<file path="config.mk">
export PLATFORM = sky130hd
export DESIGN_NAME = sr_flag_scheduler
export DESIGN_NICKNAME = d
export VERILOG_FILES = /design/src/rtl/sr_flag_scheduler.sv
export SDC_FILE = /design/constraint.sdc
export NUM_CORES = 1
export LEC_CHECK = 0
export CORE_MARGIN = 2
export CORE_UTILIZATION = 48
export DETAILED_ROUTE_END_ITERATION = 10
export GPL_TIMING_DRIVEN = 0
export PLACE_DENSITY_LB_ADDON = 0.1
export SYNTH_ARGS = -nofsm -noshare
export SYNTH_HDL_FRONTEND = slang
export SYNTH_SLANG_ARGS = --single-unit
</file>
<file path="constraint.sdc">
create_clock -name clk -period 8.9 [get_ports clk]
set_input_delay 1.335 -clock clk [delete_from_list [all_inputs] [get_ports clk]]
set_output_delay 1.335 -clock clk [all_outputs]
set_load 0.05 [all_outputs]
</file>
<file path="src/rtl/sr_flag_scheduler.sv">
// sr_flag_scheduler
//   Round-robin arbiter that grants one requester per clock access to a shared
//   bank of set/reset flag bits. It also runs a sequenced clear-all sweep.
//   Requests with the forbidden S=R=1 op, or with an index past the bank, are
//   granted and consumed without touching the bank. Instead they raise a
//   one-cycle err pulse and record the requester number in err_id.
//
// Ports
//   clk        rising-edge clock
//   rst_n      asynchronous active-low reset
//   req_valid  per-requester request valid           [NREQ]
//   req_op     per-requester {s,r} op, 2 bits each    [2*NREQ]
//   req_idx    per-requester flag index, IDXW each    [IDXW*NREQ]
//   req_ready  one-hot combinational grant            [NREQ]
//   clr_all    single-cycle pulse starting a clear-all sweep
//   flags      registered flag bank                   [NFLAGS]
//   busy       high while the sweep runs
//   err        one-cycle pulse after an illegal grant
//   err_id     requester number of the most recent illegal grant
module sr_flag_scheduler #(
  parameter int NREQ   = 4,
  parameter int NFLAGS = 8,
  parameter int IDXW   = 3
) (
  input  logic                   clk,
  input  logic                   rst_n,
  input  logic [NREQ-1:0]        req_valid,
  input  logic [2*NREQ-1:0]      req_op,
  input  logic [IDXW*NREQ-1:0]   req_idx,
  output logic [NREQ-1:0]        req_ready,
  input  logic                   clr_all,
  output logic [NFLAGS-1:0]      flags,
  output logic                   busy,
  output logic                   err,
  output logic [2:0]             err_id
);

  localparam logic [0:0]      ST_IDLE  = 1'b0;
  localparam logic [0:0]      ST_SWEEP = 1'b1;
  localparam logic [IDXW-1:0] LAST_IDX = IDXW'(NFLAGS - 1);
  localparam logic [2:0]      LAST_REQ = 3'(NREQ - 1);

  logic [0:0]        state_reg;
  logic [2:0]        ptr_reg;
  logic [IDXW-1:0]   cnt_reg;
  logic [NFLAGS-1:0] flags_reg;
  logic [NFLAGS-1:0] flags_next;
  logic              err_reg;
  logic [2:0]        err_id_reg;

  logic [NREQ-1:0]   upper_mask;
  logic [NREQ-1:0]   upper_req;
  logic              grant_any;
  logic [2:0]        grant_id;
  logic [1:0]        grant_op;
  logic [IDXW-1:0]   grant_idx;
  logic              idx_in_range;
  logic              grant_bad;
  logic              write_en;
  logic [2:0]        ptr_next;

  // Requesters at or above the pointer get first pick. The unmasked vector
  // is the wrap-around fallback.
  generate
    for (genvar gi = 0; gi < NREQ; gi++) begin : g_mask
      assign upper_mask[gi] = (3'(gi) >= ptr_reg);
      assign req_ready[gi]  = grant_any && (grant_id == 3'(gi));
    end
  endgenerate

  assign upper_req = req_valid & upper_mask;

  always_comb begin
    grant_any = 1'b0;
    grant_id  = 3'd0;
    for (int i = 0; i < NREQ; i++) begin
      if (!grant_any && upper_req[i]) begin
        grant_any = 1'b1;
        grant_id  = 3'(i);
      end
    end
    for (int i = 0; i < NREQ; i++) begin
      if (!grant_any && req_valid[i]) begin
        grant_any = 1'b1;
        grant_id  = 3'(i);
      end
    end
    // No grants while reset is applied, during the sweep, or when clr_all wins.
    if (!rst_n || state_reg != ST_IDLE || clr_all) begin
      grant_any = 1'b0;
    end
  end

  always_comb begin
    grant_op  = 2'b00;
    grant_idx = '0;
    for (int i = 0; i < NREQ; i++) begin
      if (grant_id == 3'(i)) begin
        grant_op  = req_op[2*i +: 2];
        grant_idx = req_idx[IDXW*i +: IDXW];
      end
    end
  end

  assign idx_in_range = (32'(grant_idx) < NFLAGS);
  assign grant_bad    = grant_any && (!idx_in_range || grant_op == 2'b11);
  assign write_en     = grant_any && idx_in_range &&
                        (grant_op == 2'b10 || grant_op == 2'b01);
  assign ptr_next     = (grant_id == LAST_REQ) ? 3'd0 : grant_id + 3'd1;

  // At most one bit changes per cycle. A grant and a sweep never coincide,
  // so the two hit terms are mutually exclusive.
  generate
    for (genvar gi = 0; gi < NFLAGS; gi++) begin : g_flag
      logic sweep_hit;
      logic write_hit;
      assign sweep_hit = (state_reg == ST_SWEEP) && (cnt_reg == IDXW'(gi));
      assign write_hit = write_en && (grant_idx == IDXW'(gi));
      assign flags_next[gi] = sweep_hit ? 1'b0 :
                              write_hit ? grant_op[1] : flags_reg[gi];
    end
  endgenerate

  always_ff @(posedge clk or negedge rst_n) begin
    if (!rst_n) begin
      state_reg  <= ST_IDLE;
      ptr_reg    <= 3'd0;
      cnt_reg    <= '0;
      flags_reg  <= '0;
      err_reg    <= 1'b0;
      err_id_reg <= 3'd0;
    end else begin
      flags_reg <= flags_next;
      err_reg   <= grant_bad;
      if (grant_bad) begin
        err_id_reg <= grant_id;
      end
      if (grant_any) begin
        ptr_reg <= ptr_next;
      end
      case (state_reg)
        ST_IDLE: begin
          if (clr_all) begin
            state_reg <= ST_SWEEP;
            cnt_reg   <= '0;
          end
        end
        ST_SWEEP: begin
          // clr_all is ignored here, so the sweep never restarts.
          if (cnt_reg == LAST_IDX) begin
            state_reg <= ST_IDLE;
          end else begin
            cnt_reg <= cnt_reg + IDXW'(1);
          end
        end
        default: state_reg <= ST_IDLE;
      endcase
    end
  end

  assign flags  = flags_reg;
  assign busy   = (state_reg == ST_SWEEP);
  assign err    = err_reg;
  assign err_id = err_id_reg;

endmodule

</file>
Word level (Yosys, flattened, before mapping)
Cells that the tools add are included.

word-level totals
  register bits = 19
  bits of input ports = 27
  output and inout bits = 17
  logic and storage cells = 142

cells by class
  $add $sub $neg = 2
  $lt $le $gt $ge = 4
  eq/ne operators = 22
  multiplexer cells = 47
  bitwise operators = 2
  reduce and logical (&&, ||, !) cells = 52

operators by type and width
  kind                 count
  $logic_and 1x1->1    29
  $mux 1               28
  $eq 3x3->1 const B   8
  $mux 3               7
  $mux 2               10
  $eq 3x2->1 const B   6
  $reduce_bool 2->1    8
  $eq 3x1->1 const B   3
  $logic_not 3->1      3
  $logic_not 1->1      8
  $add 3x1->3 const B  2
  $ge 1x3->1 const A   2
  $ge 2x3->1 const A   2
  $pmux 3 s2           1
  $and 4x4->4          1
  $eq 2x2->1 const B   2
  $ne 2x2->1 const B   2
  $logic_or 1x1->1     3
  $eq 2x1->1 const B   1
  $pmux 1 s2           1
  $reduce_and 2->1     1
  $not 1->1            1

Longest topological paths before layout
Gate-level depths: netlist (run 1).

  depth in word-level cells = 35
  depth in mapped cells = 15
  gate-level depth less buffers = 15

Least setup slack after synthesis (run 1)
No wires, ideal clock.

  kind = input to output
  start point = input req_valid[0]
  end point = output req_ready[3]
  arrival time = 2,738 ps
  data required time = 7,565 ps
  slack = 4,827 ps
  stages = 6
  buffers on the path = 1
  cells stage by stage = nor2b_1 a211o_1 a21oi_1 ha_1 buf_2 and2_1

on the way
  word-level cells in the longest chain between the ends = 25
  elaborated cells on any way between the ends = 33
  those cells by class = eq/ne (1); mux (16); bitwise (1); reduce/logical (15)

RTL lines
  element              line  source
  start, declared      27    input logic [NREQ-1:0] req_valid,
  $and 4x4->4          71    assign upper_req = req_valid & upper_mask;
  $mux 1               77    if (!grant_any && upper_req[i]) begin
  $logic_not 1->1      77
  $logic_and 1x1->1    77
  $mux 1               77
  $logic_not 1->1      77
  $logic_and 1x1->1    77
  $mux 1               77
  (+10 left out)       n/a
  $logic_and 1x1->1    83    if (!grant_any && req_valid[i]) begin
  $mux 1               83
  $logic_not 1->1      83
  $logic_and 1x1->1    83
  $mux 2 *             83
  via grant_id[0]      54    logic [2:0] grant_id;
  $eq 3x2->1 *         67    assign req_ready[gi] = grant_any && (grant_id == 3'(gi));
  $logic_and 1x1->1 *  67
  end, declared        30    output logic [NREQ-1:0] req_ready,

Mark *: on every way through the listed nets, which the timed path passes. The rest lies on a longest branch.

Worst setup path in the final report (run 1)
  start point = input req_valid[0]
  end point = output req_ready[1]

on the way
  word-level cells in the longest chain between the ends = 25
  elaborated cells on any way between the ends = 33
  those cells by class = eq/ne (1); mux (16); bitwise (1); reduce/logical (15)

RTL lines
  element              line
  $and 4x4->4          71
  $mux 1               77
  $logic_not 1->1      77
  $logic_and 1x1->1    77
  $mux 1               77
  $logic_not 1->1      77
  $logic_and 1x1->1    77
  $mux 1               77
  (+10 left out)       n/a
  $logic_and 1x1->1    83
  $mux 1               83
  $logic_not 1->1      83
  $logic_and 1x1->1    83
  $mux 2 *             83
  via grant_id[0]      54
  $eq 3x1->1 *         67
  $logic_and 1x1->1 *  67

Marks and branches as above.

==> summary.md, run 1 <==
| Metric | Value |
|---|---|
| Vias in the first global route | `1026` |
| Die H | `55.1 um` |
| Postcts setup bufs | `0` |
| Tmin final | `5.23 ns` |
| # fillers | `205` |
| Ys flop type | `dfrtp_1` |
| Library cells used by synthesis | `44` |
| Critical path fanouts, max | `8` |
| Post-CTS Resized | `0` |
| Final WL | `2.94 mm` |
| Clock skew | `0.00994 ns` |
| Post-route ant nets | `0` |
| Actual slew at the worst max-slew pin | `0.807 ns` |
| Hold-fix buffers, CTS | `0` |
| # nets final | `223` |
| Finish-stage setup viols | `0` |
| Setup Crit Path Kind | `in -> out` |
| FFs w/ async S/R, synth | `1.00` |
| #FFs+latches synth | `17` |
| Reg clk slew, reported paths | `0.12 ns` |
| P_sw | `0.000249 W` |
| Via density per instance | `5.51` |
| Sequential Power Share | `0.253` |
| Num ports | `44` |
| Max-Cap Viols | `0` |
| Status | `completed` |
| RSZ-0062 raised after global routing | `no` |
| Post-synth EDFFs | `0` |
| Rows | `18` |
| Slew Limit Fails | `0` |
| Clock Power Share | `0.089` |
| GRT overflow | `0` |
| Port bufs | `42` |
| Final HPWL DP | `2.35 mm` |
| WL per Instance | `13.7 um` |
| Total GRT Usage | `0.205` |
| Clk_lat worst skew | `0.30 ns` |
| DR iter-0 viols | `25` |
| Number of diodes | `0` |
| Seq/Total Area, Yosys | `0.340` |
| Peak VDD IR | `0.000208 V` |
| Synth top area cells | `dfrtp_1 34%, ha_1 11%, nand2_1 4.5%, inv_1 3.6%, mux2i_1 3.2%` |
| Slew headroom | `0.460` |
| Chip Width | `55.1 um` |
| Crit end category | `output pin` |
| Via count | `1180` |
| GP Congestion | `0.826` |
| Die footprint | `0.00303 sq mm` |
| Switching Fraction | `0.496` |
| CTS tree | `done` |
| Gate power share | `0.658` |
| Final worst-path cycle share | `0.588` |
| CP Launch Type | `input pin` |
| Largest net degree at the start of global routing | `19` |
| Clock Path Buffers | `2` |
| Pleak | `0.785 nW` |
| WP data required | `7.57 ns` |
| Final hold violations | `0` |
| DRC | `0` |
| CTS Buf Count | `3` |
| Core area | `0.00248 sq mm` |
| Worst hold path type | `reg -> reg` |
| First-pass GRT wire length | `4.43 mm` |
| Antenna violations before repair | `0` |
| Drt pass-1 iters | `4` |
| H-tree Lvls | `1` |
| Setup slack, reg-to-reg | `5.56 ns` |
| Largest register FFs | `8` |
| Worst endpoint data arrival time | `3.90 ns` |
| CTS root buf | `clkbuf_4` |
| PD cells | `288 mW/mm^2` |
| Final core utilization | `0.702` |
| Synth area leader | `dfrtp_1` |
| Total nets after synthesis | `176` |
| Hold Slack | `0.502 ns` |
| Area growth syn-to-layout | `39.0%` |
| Syn avg cell area | `9.07 sq um` |
| Area share of the largest cell type after synthesis | `0.340` |
| Starting Density | `0.505` |
| Pint | `0.000252 W` |
| Setup TNS Final | `0 ns` |
| CTS Sinks | `17` |
| Synth Warn # | `0` |
| Fraction of layout cells with a size suffix above 1 | `0.0815` |
| FMAX | `191 MHz` |
| Mapped cell area | `0.00125 sq mm` |
| Post-Syn Instances | `138` |
==> placed cells by master (no fill, tap or decap), types with 3 or more instances in the layout <==
cell type        instances
clkbuf_4                 3
nor3_1                   4
and2_1                   6
a21oi_1                  5
or4_1                    3
mux2_1                   3
inv_1                   12
nand2_1                 15
o31ai_1                  4
nand3_1                  4
nor2_1                   8
clkdlybuf4s50_1         42
mux2i_1                  4
dfrtp_1                 17
ha_1                    11
==> stage by stage <==
stage | power, W | std cells | worst slack [ns] | cell area, sq um
after floorplan | 0.000366 | 138 | 4.83 | 1250
after global placement | 0.000446 | 210 | 3.74 | 1710
after detailed placement | 0.000456 | 210 | 3.69 | 1710
after CTS | 0.000502 | 214 | 3.68 | 1740
after global routing | 0.000542 | 214 | 3.51 | 1740
final | 0.000501 | 214 | 3.67 | 1740
==> power by group through the flow <==
stage,clock [W],combinational (W),sequential (W)
2_1_floorplan,0,0.000189,0.000177
3_3_place_gp,0,0.000320,0.000126
3_5_place_dp,0,0.000328,0.000128
4_1_cts,0.0000456,0.000329,0.000127
5_1_grt,0.0000496,0.000361,0.000131
6_report,0.0000447,0.000330,0.000127
==> critical path, stage by stage <==
cell and delay (ns):
clkdlybuf4s50_1 0.45, nor2b_1 0.17, a211o_1 0.27, a21oi_1 0.31, ha_1 0.39, and2_1 0.18
clkdlybuf4s50_1 0.80
==> cell type report <==
type / instances / area [sq um] / area share
multi-input combinational: 102 / 741 / 0.426
inverter: 13 / 48.8 / 0.0281
sequential: 17 / 425 / 0.245
clock inverter: 1 / 7.51 / 0.00432
timing repair buffer: 42 / 420 / 0.242
clock buffer: 3 / 22.5 / 0.0129
tap: 30 / 37.5 / 0.0216
buffer: 6 / 36.3 / 0.0209
==> Yosys cell counts, types with 2 or more instances <==
cell type,n
mux2i_1,4
nor3_1,4
a22oi_2,2
or4_1,3
buf_2,2
o31ai_1,4
and4_1,2
nor2_1,8
and3_1,2
nand2_1,15
nand3_1,4
a21oi_1,5
a221o_1,2
nor2b_1,2
ha_1,11
a22oi_1,2
o22ai_1,2
dfrtp_1,17
clkbuf_1,2
and2_1,6
mux2_1,3
o22a_1,2
a31oi_1,2
inv_1,12
==> metal layers <==
metal / vias to the layer above / part of all wire / track usage / routed length [um]
met2: 28 / 0.52 / 0.385 / 1540
met4: 0 / 0.0065 / 0.0488 / 19
met1: 564 / 0.43 / 0.235 / 1250
met3: 2 / 0.044 / 0.0403 / 128
met5: - / 0 / 0 / 0
li1: 586 / - / - / -
==> worst paths after layout <==
path,to,from,cells past startpoint
max,req_ready[1],req_valid[0],7
min reg2reg,err_id[1]$_DFFE_PN0P_,err_id[1]$_DFFE_PN0P_,1
max reg2reg,flags[1]$_DFFE_PN0P_,ptr_reg[0]$_DFFE_PN0P_,14
max in group asynchronous,ptr_reg[1]$_DFFE_PN0P_,rst_n,1
min in group asynchronous,cnt_reg[0]$_DFFE_PN0P_,rst_n,1
min,err_id[1]$_DFFE_PN0P_,err_id[1]$_DFFE_PN0P_,1
==> kinds of logic after synthesis <==
logic type,Yosys count,synth area share
AO/OA/AOI/OAI,29,0.181
buffers and inverters,19,0.0680
multiplexers,8,0.0680
other,1,0.00300
XOR/XNOR,1,0.00700
flip-flops,17,0.340
AND/OR/NAND/NOR,52,0.223
adder cells (fa/ha/maj),11,0.110
Power figures use the tool's default switching activity.
==> inputs of run 2 (changes only) <==
- CORE_UTILIZATION: 48 -> 45
- clock period: 8.9 -> 5.1 ns (I/O delays scaled with it)
==> run 2 against run 1 <==
Total power increased by 74%. First-iteration DRC count grew 4.0%. Wire length decreased by 1.2%. Cell count is 0.47% higher. Critical endpoint unchanged. Largest cell class unchanged. Largest power group unchanged. Clock skew fell by 0.0042 ns. Sequential cell count unchanged. Register-to-register slack worse by 3.8 ns.
==> summary.md, run 2 (same netlist as run 1, synthesis figures left out) <==
| Metric | Value |
|---|---|
| Status | `completed` |
| Placed cell area | `0.00171 sq mm` |
| Final WL | `2.90 mm` |
| Num ports | `44` |
| Area growth syn-to-layout | `38.8%` |
| Crit end category | `output pin` |
| RSZ-0062 raised after global routing | `no` |
| Reg clk slew, reported paths | `0.10 ns` |
| Worst endpoint data arrival time | `3.37 ns` |
| # nets final | `223` |
| Final hold violations | `0` |
| PD cells | `502 mW/mm^2` |
| Vias in the first global route | `1169` |
| Most frequent cells in the layout | `42 x clkdlybuf4s50_1, 17 x dfrtp_1, 15 x nand2_1, 12 x inv_1, 11 x ha_1` |
| Final HPWL DP | `2.32 mm` |
| Pleak | `0.786 nW` |
| Pint | `0.000442 W` |
| Number of diodes | `0` |
| Antenna violations before repair | `0` |
| Crit-path cells | `clkdlybuf4s50_1 -> nor2b_1 -> a211o_1 -> a21oi_1 -> ha_1 -> and2_1 -> clkdlybuf4s50_1` |
| Gate power share | `0.662` |
| Finish-stage setup viols | `0` |
| Clock skew | `0.00570 ns` |
| Min-delay src | `err_id[0]$_DFFE_PN0P_` |
| Total GRT Usage | `0.188` |
| Max-Cap Viols | `0` |
| GRT overflow | `0` |
| H-tree Lvls | `1` |
| CTS tree | `done` |
| Slew Limit Fails | `0` |
| Worst r2r path cells | `14` |
| Worst hold path type | `reg -> reg` |
| Hold Crit Depth | `2` |
| P_sw | `0.000430 W` |
| Final worst-path cycle share | `0.811` |
| Setup slack, reg-to-reg | `1.77 ns` |
| Hold-fix buffers, CTS | `0` |
| Post-route design area | `0.00174 sq mm` |
| WP data required | `4.34 ns` |
| CTS root buf | `clkbuf_4` |
| Largest net degree at the start of global routing | `19` |
| Tmin final | `4.13 ns` |
| FMAX | `242 MHz` |
| Postcts setup bufs | `0` |
| Drt pass-1 iters | `4` |
| Slowest stage delay, CP | `0.81 ns` |
| Starting Density | `0.466` |
| Post-route ant nets | `0` |
| Most Frequent Cell on Critical Path | `clkdlybuf4s50_1` |
| Post-CTS Resized | `0` |
| Port bufs | `42` |
| Peak VDD IR | `0.000313 V` |
| CP Launch Type | `input pin` |
| WL per Instance | `13.5 um` |
| First-pass GRT wire length | `4.86 mm` |
| Setup Crit Path Kind | `in -> out` |
| Actual slew at the worst max-slew pin | `0.786 ns` |
| Die H | `56.7 um` |
| Clk_lat worst skew | `0.30 ns` |
| DR iter-0 viols | `26` |
| Via density per instance | `5.42` |
| Rows | `19` |
| Switching Fraction | `0.494` |
| Critical-path top delay cell | `clkdlybuf4s50_1` |
| Setup TNS Final | `0 ns` |
| Slew headroom | `0.474` |
| Core area | `0.00269 sq mm` |
| Clock Power Share | `0.087` |
| Worst Hold Path EP | `err_id[0]$_DFFE_PN0P_` |
| GP Congestion | `0.742` |
| Fraction of layout cells with a size suffix above 1 | `0.0761` |
| Most common cell after layout, fill and taps aside | `clkdlybuf4s50_1` |
| Via count | `1166` |
| Sequential Power Share | `0.251` |
| Die footprint | `0.00322 sq mm` |
| Clock Path Buffers | `2` |
| Largest register FFs | `8` |
| DRC | `0` |
| CTS Buf Count | `3` |
| Critical path fanouts, max | `8` |
| CTS Sinks | `17` |
| RR Startpoint | `ptr_reg[0]$_DFFE_PN0P_` |
| Chip Width | `56.7 um` |
| Reg2reg end | `flags[1]$_DFFE_PN0P_` |
-- run 2: worst max path at each step --
stage,startpoint,endpoint,cells after the start
floorplan,req_valid[0],flags[1]$_DFFE_PN0P_,14
global placement,req_valid[0],flags[1]$_DFFE_PN0P_,15
detailed placement,req_valid[0],flags[1]$_DFFE_PN0P_,15
CTS,req_valid[0],req_ready[1],7
global route,req_valid[0],flags[7]$_DFFE_PN0P_,15
finish,req_valid[0],req_ready[1],7
-- run 2: power by group through the flow --
| stage | registers (W) | clock network (W) | logic [W] |
|---|---|---|---|
| after global routing | 0.000226 | 0.0000804 | 0.000631 |
| after CTS | 0.000221 | 0.0000755 | 0.000578 |
| after global placement | 0.000221 | 0 | 0.000563 |
| final | 0.000219 | 0.0000756 | 0.000577 |
| after detailed placement | 0.000223 | 0 | 0.000579 |
| after floorplan | 0.000308 | 0 | 0.000330 |
-- run 2: layer usage --
layer  global-route usage  wire (um)  vias to the layer above
met5                    0          0                        -
met4               0.0532         49                        0
met3               0.0323        134                        6
met2                0.346       1450                       31
met1                0.222       1260                      545
li1                     -          -                      584
-- run 2: worst max-delay path, delay by kind of cell --
| family | cells | cell delay [ns] |
|---|---|---|
| fa+ha+maj | 1 | 0.39 |
| simple gates | 2 | 0.36 |
| buf+inv | 2 | 1.27 |
| compound gates | 2 | 0.60 |
-- run 2: layout make-up --
class / count / area, sq um
plain buffers: 6 / 36.3
repair buffers: 42 / 420
inverters: 13 / 48.8
flip-flops and latches: 17 / 425
well taps: 31 / 38.8
multi-input cells: 102 / 741
fillers: 243 / 950
clock buffers: 4 / 26.3
-- run 2: stage by stage --
step | std cells | setup WS, ns | hold WS (ns) | utilization | power, W
final | 215 | 0.965 | 0.508 | 0.646 | 0.000872
after global routing | 215 | 0.835 | 0.524 | 0.646 | 0.000938
after CTS | 215 | 0.986 | 0.519 | 0.646 | 0.000874
after detailed placement | 211 | 0.860 | 0.494 | 0.637 | 0.000802
after global placement | 211 | 0.948 | 0.469 | 0.637 | 0.000784
after floorplan | 138 | 1.65 | 0.469 | - | 0.000638
